`config.mk`:
```
export PLATFORM = sky130hd
export DESIGN_NAME = imem_loader
export DESIGN_NICKNAME = d
export VERILOG_FILES = /design/src/rtl/imem_loader.sv
export SDC_FILE = /design/constraint.sdc
export NUM_CORES = 1
export LEC_CHECK = 0
export ABC_AREA = 1
export CORE_MARGIN = 3
export CORE_UTILIZATION = 40
export CTS_CLUSTER_DIAMETER = 100
export DETAILED_ROUTE_END_ITERATION = 16
export PLACE_DENSITY = 0.74
export SLEW_MARGIN = 15
export SYNTH_ARGS = -nofsm -noshare
export SYNTH_HDL_FRONTEND = slang
export SYNTH_SLANG_ARGS = --single-unit
```
`constraint.sdc`:
```
create_clock -name clock -period 5.15 [get_ports clock]
set_input_delay 0.515 -clock clock [delete_from_list [all_inputs] [get_ports clock]]
set_output_delay 0.515 -clock clock [all_outputs]
set_load 0.03 [all_outputs]
```
`src/rtl/imem_loader.sv`:
```
// imem_loader: fills instruction RAM from a length/data/checksum byte stream.
// Holds the core in reset until a load completes cleanly.
module imem_loader #(
    parameter int ADDR_W = 8,
    parameter int WIDTH  = 32
) (
    input  logic              clock,
    input  logic              clear,
    input  logic              start,
    input  logic [7:0]        rx_data,
    input  logic              rx_valid,
    output logic              rx_ready,
    output logic [ADDR_W-1:0] iram_addr,
    output logic [WIDTH-1:0]  iram_din,
    output logic              iram_wren,
    output logic              core_hold,
    output logic              done,
    output logic              error
);

    typedef enum logic [2:0] {
        IDLE,
        LEN_LO,
        LEN_HI,
        DATA,
        WRITE,
        CSUM,
        DONE,
        ERR
    } loadState_e;

    localparam logic [16:0] MaxWords = 17'(1) << ADDR_W;

    loadState_e        state;
    loadState_e        nextState;
    logic [ADDR_W:0]   wordCnt;
    logic [ADDR_W:0]   cntNext;
    logic [15:0]       nWords;
    logic [7:0]        lenLo;
    logic [1:0]        lane;
    logic [WIDTH-1:0]  wordReg;
    logic [7:0]        csumAcc;
    logic [16:0]       lenFull;
    logic              accept;
    logic              canStart;
    logic              lastWord;

    assign accept   = rx_valid && rx_ready;
    assign canStart = start && (state == IDLE || state == DONE ||
                                state == ERR);
    assign lenFull  = {1'b0, rx_data, lenLo};
    assign cntNext  = wordCnt + (ADDR_W+1)'(1);
    assign lastWord = 17'(cntNext) == {1'b0, nWords};

    assign iram_addr = wordCnt[ADDR_W-1:0];
    assign iram_din  = wordReg;

    always_ff @(posedge clock) begin
        if (clear) begin
            state <= IDLE;
        end else begin
            state <= nextState;
        end
    end

    always_comb begin
        nextState = state;
        unique case (state)
            IDLE, DONE, ERR: begin
                if (start) nextState = LEN_LO;
            end
            LEN_LO: begin
                if (accept) nextState = LEN_HI;
            end
            LEN_HI: begin
                if (accept) begin
                    if (lenFull > MaxWords)
                        nextState = ERR;
                    else if (lenFull == 17'd0)
                        nextState = CSUM;
                    else
                        nextState = DATA;
                end
            end
            DATA: begin
                if (accept && lane == 2'd3) nextState = WRITE;
            end
            WRITE: begin
                nextState = lastWord ? CSUM : DATA;
            end
            CSUM: begin
                if (accept)
                    nextState = (rx_data == csumAcc) ? DONE : ERR;
            end
            default: nextState = IDLE;
        endcase
    end

    always_comb begin
        rx_ready  = 1'b0;
        iram_wren = 1'b0;
        core_hold = 1'b0;
        done      = 1'b0;
        error     = 1'b0;
        unique case (state)
            IDLE: ;
            LEN_LO, LEN_HI, DATA, CSUM: begin
                rx_ready  = 1'b1;
                core_hold = 1'b1;
            end
            WRITE: begin
                iram_wren = 1'b1;
                core_hold = 1'b1;
            end
            DONE: done = 1'b1;
            ERR: begin
                error     = 1'b1;
                core_hold = 1'b1;
            end
            default: ;
        endcase
    end

    // Checksum covers every byte before the checksum itself.
    always_ff @(posedge clock) begin
        if (clear) begin
            wordCnt <= '0;
            nWords  <= '0;
            lenLo   <= '0;
            lane    <= '0;
            wordReg <= '0;
            csumAcc <= '0;
        end else begin
            if (canStart) begin
                wordCnt <= '0;
                lane    <= '0;
                csumAcc <= '0;
            end
            if (accept && state != CSUM)
                csumAcc <= csumAcc ^ rx_data;
            if (accept && state == LEN_LO)
                lenLo <= rx_data;
            if (accept && state == LEN_HI)
                nWords <= {rx_data, lenLo};
            if (accept && state == DATA) begin
                wordReg[{lane, 3'b000} +: 8] <= rx_data;
                lane <= lane + 2'd1;
            end
            if (state == WRITE)
                wordCnt <= cntNext;
        end
    end

endmodule

```
==> results.py <==
metrics = {
    "floorplan": {
        "ioPinCount": 57,
        "fp.coreArea_sq_um": 8930,
        "fp.dieW_um": 103,
        "die-area_sq_um": 10600,
        "rows": 34,
        "die_y_um": 103,
        "start_util_pct": 42.0,
    },
    "drt": {
        "drt_wl_total_um": 8980,
        "ant_nets": 0,
        "num_vias": 3421,
        "drc": 0,
        "vias_per_cell": 5.05,
        "wl_per_cell_um": 13.3,
        "drt-initial-drc-count": 168,
        "firstDrtPassIters": 5,
    },
    "clock_tree": {
        "postCtsSetupRepairBufs": 0,
        "cts_tree": "yes",
        "cts_resized": 0,
        "clockBufferDepth": 2,
        "cts_made_buffers": 9,
        "clockRootBuffer": "clkbuf_8",
        "hold_buffers": 0,
        "path_clk_slew_ps": 80,
        "clock_sinks": 78,
        "clk_latency_ps": 330,
        "cts_max_level": 3,
    },
    "placed_design": {
        "dp_hpwl_um": 6440,
        "dp_slack_ps": 2620,
        "port_buffers": 56,
        "gp_congestion": 0.788,
    },
    "synth": {
        "synth_top_area_share_pct": 41.6,
        "yosys.area.top_type": "dfxtp_1",
        "avgSynthCellArea_sq_um": 7.13,
        "synth_area_sq_um": 3750,
        "synthFlopType": "dfxtp_1",
        "ys_seq_elements": 78,
        "syn_inst": 526,
        "synth-edff-count": 0,
        "synthArstFlopShare_pct": 0,
        "yosysSeqAreaShare_pct": 41.6,
        "synth.top_cells.by_area": "dfxtp_1 42%, nand2_1 11%, a21oi_1 8.4%",
        "synth_nets": 544,
        "yosys_warnings": 0,
        "yosys.cell_types.count": 31,
    },
    "worst_setup_path": {
        "critPathBufInv": 2,
        "end_kind": "output port",
        "cp_max_fo": 12,
        "timing.rr.start": "lane[0]",
        "crit_end": "iram_wren",
        "ff2ff_path_depth": 6,
        "cp_top_family": "buffers and inverters",
        "reg2reg_setup_slack_ps": 2750,
        "cp-start-kind": "flip-flop",
        "critPathArrivalTime_ps": 2080,
        "worstPathCellList": "nor2_1 -> nand2_1 -> inv_1 -> clkdlybuf4s50_1",
        "crit_required_ps": 4640,
        "max_stage_delay_ps": 750,
        "r2r_end": "iram_din[19]",
        "slowest_stage": "clkdlybuf4s50_1",
        "cp.depth": 4,
        "critical_path_class": "flip-flop to output port",
        "cp-startpoint": "state[1]",
    },
    "final_layout": {
        "final_cell_mix": "111 x nand2_1, 78 x dfxtp_1, 63 x a21oi_1",
        "final_common_cell": "nand2_1",
        "final_core_util_pct": 50.1,
        "drive_gt1_share_pct": 7.21,
        "antenna_cells": 0,
        "num-fill-cells": 888,
        "finalNetCount": 583,
        "syn2layout_area_growth_pct": 19.3,
    },
    "timing": {
        "clock_skew_ps": 8.18,
        "whs_ps": 468,
        "hold_viol_final": 0,
        "finalSetupViolCount": 0,
        "fin_setup_tns_ps": 0,
        "worst_slack_ps": 2550,
        "post-route-period-util_pct": 50.5,
        "drv_slew": 0,
        "rsz0062_at_grt": "false",
        "tightest_slew_ps": 942,
        "min_period_ps": 2600,
        "max_freq_mhz": 385,
        "slew_headroom_pct": 37.1,
    },
    "hold_path": {
        "hold_class": "flip-flop to flip-flop",
    },
    "power_and_ir_drop": {
        "cellLeakagePower_nw": 1.72,
        "vdd_drop_max_mv": 0.177,
        "p_per_area_nw_per_um2": 371,
    },
    "grt": {
        "antenna_found_initial": 0,
        "grt_max_degree": 41,
        "grt_pass1_vias": 3188,
        "grt_overflow_total": 0,
        "grt_pass1_wl_um": 14800,
        "grtUsageTotal_pct": 17.8,
    },
    "status": {
        "status": "completed",
    },
    "run": {
        "cap_viol_max_count": 0,
    },
}
## sequential cells by signal, summed over array words and instances, names as in the netlist
register  cells
lenLo         8
iram_din     32
lane          2
csumAcc       8
nWords       16
wordCnt       9
state         3
## cell families (layout without fill, tap and decap cells)
| group | after synthesis | count (layout) | synth area share [%] |
|---|---|---|---|
| compound gates | 121 | 121 | 17.9 |
| xor+xnor | 8 | 8 | 1.87 |
| fa+ha+maj | 6 | 6 | 2.00 |
| buf+inv | 81 | 124 | 9.44 |
| flops | 78 | 78 | 41.6 |
| simple gates | 232 | 232 | 27.2 |
## cell usage after synthesis, types with 2 or more instances
cell      count
a211oi_2      2
a21oi_1      63
a21oi_2       2
a31oi_1       2
buf_2         3
buf_4        10
clkbuf_1     14
clkinv_1      2
dfxtp_1      78
ha_1          6
inv_1        42
inv_2         8
nand2_1     111
nand2_2       4
nand3_1      41
nand3b_1      3
nand4_1       9
nor2_1       50
nor2_2        5
nor2_4        3
nor3_1        2
nor4_1        3
o211a_1       6
o21ai_0      41
o21ai_1       2
o21ai_2       2
xor2_1        8
## metrics by stage
| step | cell area (sq um) | power (mW) | cells |
|---|---|---|---|
| 5_1_grt | 4470 | 1.77 | 677 |
| 3_3_place_gp | 4290 | 1.23 | 662 |
| 4_1_cts | 4470 | 1.68 | 677 |
| 6_report | 4470 | 1.66 | 677 |
| 2_1_floorplan | 3750 | 1.10 | 526 |
| 3_5_place_dp | 4290 | 1.24 | 662 |
## final cells by class
cell class | instances | area [sq um] | area share, %
Clock buffer | 11 | 131 | 2.94
Clock inverter | 4 | 48.8 | 1.09
Inverter | 52 | 195 | 4.36
Sequential cell | 78 | 1560 | 34.9
Multi-Input combinational cell | 367 | 1830 | 41.0
Tap cell | 108 | 135 | 3.02
Timing Repair Buffer | 57 | 568 | 12.7
## tightest hold or removal path: stages, from the launching register on
cell	delay [ps]
dfxtp_1	310
nand2_1	60
a21oi_1	50
## where the power goes
| group | total, mW | internal, mW | switching (mW) | leakage (nW) |
|---|---|---|---|---|
| combinational | 0.508 | 0.168 | 0.340 | 0.993 |
| sequential | 0.721 | 0.671 | 0.0504 | 0.631 |
| clock | 0.433 | 0.221 | 0.212 | 0.0931 |
| total | 1.66 | 1.06 | 0.602 | 1.72 |
## layer usage
metal  GRT usage, %  routed length (um)  vias to the layer above
met5              0                   0                        -
met4           5.68                  58                        0
met3           3.65                 438                        4
met2           29.3                4350                       70
met1           23.4                4130                     1549
li1               -                   -                     1798
## worst min path at each step
| stage | depth (start not counted) | end | start | slack (ps) |
|---|---|---|---|---|
| 4_1_cts | 2 | iram_din[30] | iram_din[30] | 470 |
| 3_5_place_dp | 2 | iram_din[30] | iram_din[30] | 460 |
| 2_1_floorplan | 2 | nWords[15] | nWords[15] | 430 |
| 6_report | 2 | iram_din[30] | iram_din[30] | 470 |
| 5_1_grt | 2 | iram_din[12] | iram_din[12] | 490 |
| 3_3_place_gp | 2 | nWords[15] | nWords[15] | 450 |
(Power assumes the default switching activity.)
